<file path="config.mk">
export PLATFORM = sky130hd
export DESIGN_NAME = data_mem_responder
export DESIGN_NICKNAME = d
export VERILOG_FILES = /design/src/rtl/data_mem_responder_pkg.sv /design/src/rtl/data_mem_responder_write_buffer.sv /design/src/rtl/data_mem_responder.sv
export SDC_FILE = /design/constraint.sdc
export NUM_CORES = 2
export LEC_CHECK = 0
export BUFFER_PORTS_ARGS = -buffer_cell sky130_fd_sc_hd__buf_2
export CAP_MARGIN = 20
export CORE_AREA = 2 2 566 568
export CTS_CLUSTER_DIAMETER = 60
export DETAILED_ROUTE_END_ITERATION = 6
export DIE_AREA = 0 0 568 570
export GPL_TIMING_DRIVEN = 0
export PLACE_DENSITY = 0.7
export SYNTH_ARGS = -nofsm -noshare
export SYNTH_HDL_FRONTEND = slang
export SYNTH_MEMORY_MAX_BITS = 65536
export SYNTH_SLANG_ARGS = --single-unit
</file>
<file path="constraint.sdc">
create_clock -name clk -period 11.46 [get_ports clk]
set_clock_uncertainty 0.05 [all_clocks]
set_input_delay 0.573 -clock clk [delete_from_list [all_inputs] [get_ports clk]]
set_output_delay 0.573 -clock clk [all_outputs]
set_load 0.05 [all_outputs]
</file>
<file path="src/rtl/data_mem_responder_pkg.sv">
// Shared definitions for the data-memory responder: FSM encoding, bus widths
// and default sizing parameters.
package mem_resp_pkg;

    localparam int MEM_AW_DEF   = 8;
    localparam int RD_LAT_DEF   = 2;
    localparam int WB_DEPTH_DEF = 2;
    localparam int DATA_W       = 16;
    localparam int ADDR_W       = 16;
    localparam int CNT_W        = 3;

    typedef enum logic [1:0] {
        ST_IDLE = 2'd0,
        ST_WAIT = 2'd1,
        ST_RESP = 2'd2
    } state_e;

    // Wait-counter preload: a read spends RD_LAT-1 cycles in WAIT before RESP.
    function automatic logic [CNT_W-1:0] wait_preset(input int lat);
        return CNT_W'(lat - 1);
    endfunction

endpackage

</file>
<file path="src/rtl/data_mem_responder_write_buffer.sv">
// Small in-order write buffer: slot 0 is always the oldest entry, pops shift
// the queue down, and a combinational lookup returns the youngest index match.
module write_buffer
    import mem_resp_pkg::*;
#(
    parameter int AW    = MEM_AW_DEF,
    parameter int DW    = DATA_W,
    parameter int DEPTH = WB_DEPTH_DEF
) (
    input  logic          clk,
    input  logic          rst,
    input  logic          push,
    input  logic [AW-1:0] push_idx,
    input  logic [DW-1:0] push_data,
    input  logic          pop,
    output logic          full,
    output logic          empty,
    output logic [AW-1:0] head_idx,
    output logic [DW-1:0] head_data,
    input  logic [AW-1:0] lookup_idx,
    output logic          lookup_hit,
    output logic [DW-1:0] lookup_data
);

    localparam int CW = $clog2(DEPTH + 1);

    logic [AW-1:0] idx_r  [DEPTH];
    logic [DW-1:0] dat_r  [DEPTH];
    logic [AW-1:0] idx_nx [DEPTH];
    logic [DW-1:0] dat_nx [DEPTH];
    logic [CW-1:0] cnt_r;
    logic [CW-1:0] wr_pos_s;
    logic          push_s;
    logic          pop_s;

    assign full      = (cnt_r == CW'(DEPTH));
    assign empty     = (cnt_r == {CW{1'b0}});
    assign pop_s     = pop && !empty;
    assign push_s    = push && (!full || pop_s);
    assign wr_pos_s  = cnt_r - CW'(pop_s);
    assign head_idx  = idx_r[0];
    assign head_data = dat_r[0];

    // Occupancy counter; a simultaneous push and pop leaves it unchanged.
    always_ff @(posedge clk or posedge rst) begin
        if (rst) begin
            cnt_r <= {CW{1'b0}};
        end else begin
            cnt_r <= cnt_r + CW'(push_s) - CW'(pop_s);
        end
    end

    // Next slot contents: shift on pop, then place the new entry behind the rest.
    always_comb begin
        for (int i = 0; i < DEPTH; i++) begin
            idx_nx[i] = idx_r[i];
            dat_nx[i] = dat_r[i];
        end
        if (pop_s) begin
            for (int i = 0; i < DEPTH - 1; i++) begin
                idx_nx[i] = idx_r[i + 1];
                dat_nx[i] = dat_r[i + 1];
            end
        end else begin
            idx_nx[0] = idx_r[0];
        end
        for (int i = 0; i < DEPTH; i++) begin
            if (push_s && (wr_pos_s == CW'(i))) begin
                idx_nx[i] = push_idx;
                dat_nx[i] = push_data;
            end else begin
                dat_nx[i] = dat_nx[i];
            end
        end
    end

    // Entry storage carries no reset; only the occupancy count qualifies it.
    always_ff @(posedge clk) begin
        for (int i = 0; i < DEPTH; i++) begin
            idx_r[i] <= idx_nx[i];
            dat_r[i] <= dat_nx[i];
        end
    end

    // Youngest-match lookup: later (younger) valid slots override older ones.
    always_comb begin
        lookup_hit  = 1'b0;
        lookup_data = {DW{1'b0}};
        for (int i = 0; i < DEPTH; i++) begin
            if ((CW'(i) < cnt_r) && (idx_r[i] == lookup_idx)) begin
                lookup_hit  = 1'b1;
                lookup_data = dat_r[i];
            end else begin
                lookup_hit = lookup_hit;
            end
        end
    end

endmodule

</file>
<file path="src/rtl/data_mem_responder.sv">
// Core-facing data-memory responder: fixed-latency loads, buffered stores
// that drain one per cycle into a reset-less register array.
module data_mem_responder
    import mem_resp_pkg::*;
#(
    parameter int MEM_AW   = MEM_AW_DEF,
    parameter int RD_LAT   = RD_LAT_DEF,
    parameter int WB_DEPTH = WB_DEPTH_DEF
) (
    input  logic              clk,
    input  logic              rst,
    input  logic              req_valid,
    output logic              req_ready,
    input  logic              req_we,
    input  logic [ADDR_W-1:0] req_addr,
    input  logic [DATA_W-1:0] req_wdata,
    output logic              rsp_valid,
    output logic [DATA_W-1:0] rsp_rdata,
    output logic              stall,
    output logic              wb_empty
);

    logic [DATA_W-1:0] mem_r [2**MEM_AW];

    state_e             state_r;
    state_e             state_nx;
    logic [CNT_W-1:0]   cnt_r;
    logic [CNT_W-1:0]   cnt_nx;
    logic [DATA_W-1:0]  hold_r;
    logic               rsp_valid_r;
    logic [DATA_W-1:0]  rsp_rdata_r;
    logic               rsp_valid_nx;
    logic [DATA_W-1:0]  rsp_rdata_nx;

    logic [MEM_AW-1:0]  idx_s;
    logic               addr_unused_s;
    logic               rd_acc_s;
    logic               wr_acc_s;
    logic [DATA_W-1:0]  rd_val_s;

    logic               wb_full_s;
    logic               wb_empty_s;
    logic [MEM_AW-1:0]  wb_head_idx_s;
    logic [DATA_W-1:0]  wb_head_data_s;
    logic               wb_hit_s;
    logic [DATA_W-1:0]  wb_hit_data_s;

    // Upper address bits are deliberately ignored, so addresses alias.
    assign idx_s         = req_addr[MEM_AW-1:0];
    assign addr_unused_s = ^req_addr[ADDR_W-1:MEM_AW];

    assign req_ready = ((state_r == ST_IDLE) || (state_r == ST_RESP)) && !wb_full_s;
    assign stall     = req_valid && !req_ready;
    assign rd_acc_s  = req_valid && req_ready && !req_we;
    assign wr_acc_s  = req_valid && req_ready && req_we;
    assign rd_val_s  = wb_hit_s ? wb_hit_data_s : mem_r[idx_s];

    assign rsp_valid = rsp_valid_r;
    assign rsp_rdata = rsp_rdata_r;
    assign wb_empty  = wb_empty_s;

    write_buffer #(
        .AW    (MEM_AW),
        .DW    (DATA_W),
        .DEPTH (WB_DEPTH)
    ) u_wb (
        .clk         (clk),
        .rst         (rst),
        .push        (wr_acc_s),
        .push_idx    (idx_s),
        .push_data   (req_wdata),
        .pop         (!wb_empty_s),
        .full        (wb_full_s),
        .empty       (wb_empty_s),
        .head_idx    (wb_head_idx_s),
        .head_data   (wb_head_data_s),
        .lookup_idx  (idx_s),
        .lookup_hit  (wb_hit_s),
        .lookup_data (wb_hit_data_s)
    );

    // Array write port: the oldest buffered store lands here every cycle.
    always_ff @(posedge clk) begin
        if (!wb_empty_s) begin
            mem_r[wb_head_idx_s] <= wb_head_data_s;
        end
    end

    // State register plus registered response outputs and captured load data.
    always_ff @(posedge clk or posedge rst) begin
        if (rst) begin
            state_r     <= ST_IDLE;
            cnt_r       <= {CNT_W{1'b0}};
            hold_r      <= {DATA_W{1'b0}};
            rsp_valid_r <= 1'b0;
            rsp_rdata_r <= {DATA_W{1'b0}};
        end else begin
            state_r     <= state_nx;
            cnt_r       <= cnt_nx;
            rsp_valid_r <= rsp_valid_nx;
            rsp_rdata_r <= rsp_rdata_nx;
            if (rd_acc_s) begin
                hold_r <= rd_val_s;
            end
        end
    end

    // Next-state logic; stores never move the FSM on their own.
    always_comb begin
        state_nx = state_r;
        cnt_nx   = cnt_r;
        case (state_r)
            ST_IDLE, ST_RESP: begin
                if (rd_acc_s) begin
                    if (RD_LAT == 1) begin
                        state_nx = ST_RESP;
                        cnt_nx   = {CNT_W{1'b0}};
                    end else begin
                        state_nx = ST_WAIT;
                        cnt_nx   = wait_preset(RD_LAT);
                    end
                end else begin
                    state_nx = ST_IDLE;
                    cnt_nx   = {CNT_W{1'b0}};
                end
            end
            ST_WAIT: begin
                if (cnt_r <= 3'd1) begin
                    state_nx = ST_RESP;
                    cnt_nx   = {CNT_W{1'b0}};
                end else begin
                    cnt_nx = cnt_r - 3'd1;
                end
            end
            default: begin
                state_nx = ST_IDLE;
                cnt_nx   = {CNT_W{1'b0}};
            end
        endcase
    end

    // Output logic: response data changes only on entry to RESP.
    always_comb begin
        rsp_valid_nx = (state_nx == ST_RESP);
        rsp_rdata_nx = rsp_rdata_r;
        if (rsp_valid_nx) begin
            rsp_rdata_nx = rd_acc_s ? rd_val_s : hold_r;
        end else begin
            rsp_rdata_nx = rsp_rdata_r;
        end
    end

endmodule
</file>
### Word-level counts from Yosys, hierarchy flattened

Memory sizes are Yosys's and may differ from the RTL's.
Cells that the tools add are included.

* register bits: 40
* bits in writable memories: 4144
* output and inout bits: 20
* memories kept: 3

* add/sub/neg operators: 4
* order comparisons: 3
* equal/unequal tests: 7
* muxes and demuxes: 19
* reductions and logical operators: 20

Memories
* mem_r: words 256, bits a word 16, read ports 1, clocked after memory_dff 0, wr ports 1, RTL line data_mem_responder.sv:23 `logic [DATA_W-1:0] mem_r [2**MEM_AW];`
* u_wb.dat_r: words 2, bits a word 16, read ports 2, clocked after memory_dff 0, wr ports 2, RTL line data_mem_responder_write_buffer.sv:28 `logic [DW-1:0] dat_r [DEPTH];`
* u_wb.idx_r: words 2, bits a word 8, read ports 2, clocked after memory_dff 0, wr ports 2, RTL line data_mem_responder_write_buffer.sv:27 `logic [AW-1:0] idx_r [DEPTH];`

Operator list (number)
* 2-to-1 mux 16 bit: 7
* 2-to-1 mux 8 bit: 3
* == test 8 bit: 2
* logical AND 1 bit: 10
* == test 2 bit, second input constant: 3
* logical NOT 2 bit: 3
* case mux 3 bit (2 select lines): 1
* 2-to-1 mux 1 bit: 5
* == test 2 x 1 -> 1 bit, second input constant: 2
* logical NOT 1 bit: 4
* less-than comparator 1 x 2 -> 1 bit, first input constant: 2
* case mux 2 bit (2 select lines): 1
* subtractor 2 x 1 -> 2 bit: 2
* less-or-equal comparator 3 x 1 -> 1 bit, second input constant: 1
* 2-to-1 mux 3 bit: 1
* subtractor 3 x 1 -> 3 bit, second input constant: 1
* adder 2 x 1 -> 2 bit: 1
* logical OR 1 bit: 2
* 2-to-1 mux 2 bit: 1
* OR reduction 2 bit: 1

### Longest topological paths before layout

* depth after elaboration: 8
* gate-level depth with buffers: 14
* depth with buffers taken out: 8

### Modules after synthesis

From an unflattened synthesis, not the netlist that was laid out.

* cell total of the unflattened synthesis: 7405
* area, all modules: 162499.6 µm²

Modules (own cells, without submodules)
* data_mem_responder: times used 1, cells an instance 7205, area each 159853.3 µm², seq. area each 123948.9 µm²
* write_buffer: times used 1, cells an instance 200, area each 2646.3 µm², seq. area each 1491.4 µm²

### Worst setup path before layout

No wires, ideal clock.

* path kind: reg-to-reg
* from: memory u_wb.dat_r[0][0] in the netlist's numbering
* to: memory mem_r[0][0], data pin
* arrival time: 3.243 ns
* required time: 10.589 ns
* setup slack: 7.346 ns
* stages on the path, launching flop included: 1
* buffers on the path: 0
* path through: edfxtp_1

RTL lines (RTL line)
* start, declared: data_mem_responder_write_buffer.sv:28
* end, declared: data_mem_responder.sv:23

### Worst setup path in the final report

* from: input req_addr[2]
* to: register hold_r[0]

* longest elaborated chain between the ends: 6

RTL lines
* start, declared: RTL line data_mem_responder.sv:15 `input logic [ADDR_W-1:0] req_addr,`
* parallel branches: the longest is 4 deep, another holds memory read (256 x 16 bit)
* 2-to-1 mux 16 bit *: RTL line data_mem_responder.sv:56 `assign rd_val_s = wb_hit_s ? wb_hit_data_s : mem_r[idx_s];`
* 2-to-1 mux 16 bit *
* end signal, assigned: RTL line data_mem_responder.sv:94 `hold_r <= {DATA_W{1'b0}};`
* end signal, assigned: RTL line data_mem_responder.sv:103 `hold_r <= rd_val_s;`
* end, declared: RTL line data_mem_responder.sv:29 `logic [DATA_W-1:0] hold_r;`

Mark *: on every way between the ends.
A chain may end at the register's enable or synchronous reset.

==> summary.md <==
| Metric | Value |
|---|---|
| Clk_lat worst skew | `1020 ps` |
| Hold path cells | `4` |
| Mapped Cells | `7,577` |
| Final Cell Area | `191,000 µm²` |
| Placed cells | `12,289` |
| Largest family of logic cells by synthesized area | `multiplexers` |
| Worst R2R Path Depth | `6` |
| DRC errors left | `0` |
| Final Non-Filler Cells | `13,106` |
| Worst-path clk slew | `60 ps` |
| Initial antenna violation count | `37` |
| Detailed Route Iter0 Violations | `15,374` |
| Most common flop cell mapped by yosys | `edfxtp_1` |
| Max-cap check violation count | `0` |
| Crit path top cell by count | `buf_2` |
| Root Buffer | `clkbuf_16` |
| Yosys top cell by area | `edfxtp_1` |
| CTS H-tree depth | `5` |
| Post-CTS sizing | `0` |
| Min Tclk post-route | `6080 ps` |
| Final WS setup | `5380 ps` |
| Slowest CP cell | `a311oi_1` |
| Crit Path Category | `input port to register` |
| Aggregate negative setup slack | `0 ps` |
| Tcrit/Tclk final | `53.1%` |
| Vias | `89,227` |
| Endpoints failing hold | `0` |
| Core area | `317,000 µm²` |
| Die area | `324,000 µm²` |
| Setup WS pre-CTS | `5510 ps` |
| R2R Path End | `mem_r[42][0]` |
| FP Rows | `207` |
| Die Width | `568 µm` |
| Crit Reg-Reg Startpoint | `u_wb.cnt_r[1]` |
| Worst path max stage delay | `1000 ps` |
| Post-synth EDFFs | `4,144` |
| Number of I/O port buffers | `47` |
| Distinct cells, synth | `72` |
| GPL Wtd Cong | `1.03` |
| Initial Util | `50.9%` |
| Most common cell after layout, fill and taps aside | `edfxtp_1` |
| Routed Antenna Nets | `0` |
| RSZ-0062 raised after global routing | `false` |
| Reg2Reg Setup Slack | `6400 ps` |
| Worst-path fanout max | `11` |
| Vias in the first global route | `86,243` |
| Final setup fails | `0` |
| Clock Sink Count | `4,184` |
| Post-CTS Setup Inserts | `0` |
| CTS tree | `yes` |
| PD cells | `173 nW/µm²` |
| First-pass GRT wire length | `726,000 µm` |
| CP cell instances | `dlygate4sd3_1, buf_2, buf_4, buf_4, buf_2, buf_2, buf_2, mux2i_1, a21oi_1, a32oi_1, a21oi_1, a311oi_1, o22ai_1` |
| Bufs on Longest Clock Path | `4` |
| Cts bufs inserted | `416` |
| Top-area cell type share of the netlist area | `77.1%` |
| Mean Syn Cell Area | `21.3 µm²` |
| HP Class | `input port to register` |
| Post-synthesis mux area share | `14.8%` |
| Most frequent cells in the layout | `edfxtp_1 (4,144), mux4_2 (827), clkbuf_16 (417)` |
| GRT Residual Overflow | `0` |
| Overall Global Routing Usage | `33.4%` |
| WP data arrival | `6840 ps` |
| Slew Viols, Final | `0` |
| Worst Hold End | `u_wb.dat_r[0][15]` |
| Fill cell count | `21,525` |
| Largest net degree at the start of global routing | `41` |
| Hold-fix buffers, CTS | `27` |
| Hold_sp | `req_valid` |
| Data required, critical path | `12,220 ps` |
| Synth Area in XOR/XNOR | `0.0922%` |
| Startpoint Class | `input port` |
| Die span in y | `570 µm` |
| FF+latch count, synth | `4,184` |
| Status | `finished, final reports clean` |
| Share of layout cells above drive strength 1 | `28.0%` |
| Final HPWL DP | `383,000 µm` |
| Register area share after synthesis | `77.7%` |
| IO Pins | `56` |
| Wirelength, routed | `544,000 µm` |
| Max VDD drop | `175 µV` |
| FMAX | `164 MHz` |
| Mean routed wirelength per cell | `41.5 µm` |
| Final nets | `8,598` |
| Synthesis warning total | `0` |
| Post-Synth Simple-Gate Area | `2.35%` |
| FFs w/ async S/R, synth | `0.956%` |
| Slew HR | `8.54%` |
| Area grow syn2layout | `18.1%` |
| Synth top area cells | `edfxtp_1 (77%), mux4_2 (12%), mux2i_1 (2.5%)` |
| CP endpoint kind | `register` |
| Post-Synth Adder-Cell Area | `0.0155%` |
| Slew @ Worst Pin | `1370 ps` |
| Post-synthesis compound-gate area fraction | `3.23%` |
| Static Leak | `61.1 nW` |
| Vias/cell | `6.81` |
| Mapped Area | `161,000 µm²` |
| First-pass iteration count of the detailed router | `6` |
| Placed Instance Area | `177,000 µm²` |
## worst max-delay path, delay by kind of cell
family	cells	cell delay (ps)
AOI/OAI and AO/OA	5	1890
buffers and inverters	7	3560
muxes	1	690
## kinds of logic (layout without fill, tap and decap cells)
logic type | count (synthesis) | in the layout
mux | 1304 | 1304
buf+inv | 466 | 1764
fa+ha+maj | 2 | 2
simple gates | 839 | 839
flops | 4184 | 4184
other cells | 1 | 52
xor+xnor | 17 | 17
compound gates | 764 | 764
## report_power, final
| part | leakage, nW | switching [mW] | internal [mW] | total [mW] |
|---|---|---|---|---|
| logic | 17.0 | 1.73 | 0.827 | 2.56 |
| clock network | 6.35 | 5.93 | 7.27 | 13.2 |
| registers | 37.7 | 0.0691 | 17.1 | 17.1 |
| total | 61.1 | 7.73 | 25.2 | 32.9 |
## metal layers
metal / track usage, % / routed length [µm] / up-vias
met3: 11.3 / 77200 / 1614
met4: 21.6 / 41500 / 22
met5: 0 / 130 / -
met1: 43.0 / 187000 / 46409
li1: - / - / 33778
met2: 48.8 / 238000 / 7404
## sequential cells by signal, indices dropped and copies added, names as in the netlist
signal	count
u_wb.cnt_r	2
u_wb.dat_r	32
rsp_rdata	16
rsp_valid	1
state_r	2
mem_r	4096
cnt_r	3
hold_r	16
u_wb.idx_r	16
## synth_stat cells, types with 40 or more instances
cell      number
edfxtp_1    4144
buf_4         47
nor2b_1       56
mux2_2        51
nand4_1       43
a221oi_1      48
mux4_2       827
a22oi_1      239
nand2_1      174
mux2i_1      401
buf_6         55
nor2_1       343
o22ai_1       49
a21oi_1      214
dfrtp_1       40
clkbuf_1     201
a211oi_1      67
nand3_1      132
buf_2         92
## worst max path at each step
stage                           start            end  slack [ps]  cells past startpoint
finish                    req_addr[2]      hold_r[0]        5380                     13
global route              req_addr[1]      hold_r[0]        5900                     14
CTS                       req_addr[4]      hold_r[5]        5980                     11
detailed placement        req_addr[4]      hold_r[5]        5510                     10
global placement    u_wb.dat_r[0][12]  mem_r[76][12]        2710                      0
floorplan            u_wb.dat_r[0][0]    mem_r[0][0]        7350                      0
## final cells by class
cell class | count | area, µm² | area share, %
diodes | 28 | 70.1 | 0.0367
well taps | 4180 | 5230 | 2.74
clock inverters | 257 | 2300 | 1.21
inverters | 10 | 37.5 | 0.0197
multi-input cells | 2950 | 33800 | 17.7
clock buffers | 499 | 10800 | 5.64
flip-flops and latches | 4184 | 125000 | 65.8
plain buffers | 456 | 2930 | 1.54
repair buffers | 542 | 10100 | 5.28
## per-stage QoR
stage          util (%)  total power, mW  hold WS (ps)
3_3_place_gp       52.6             19.7           414
2_1_floorplan         -             18.7           405
3_5_place_dp       55.8             19.9           412
6_report           60.1             32.9           182
5_1_grt            60.1             33.5           209
4_1_cts            60.0             32.8           119
No activity file was read; power rests on OpenSTA's default activity.
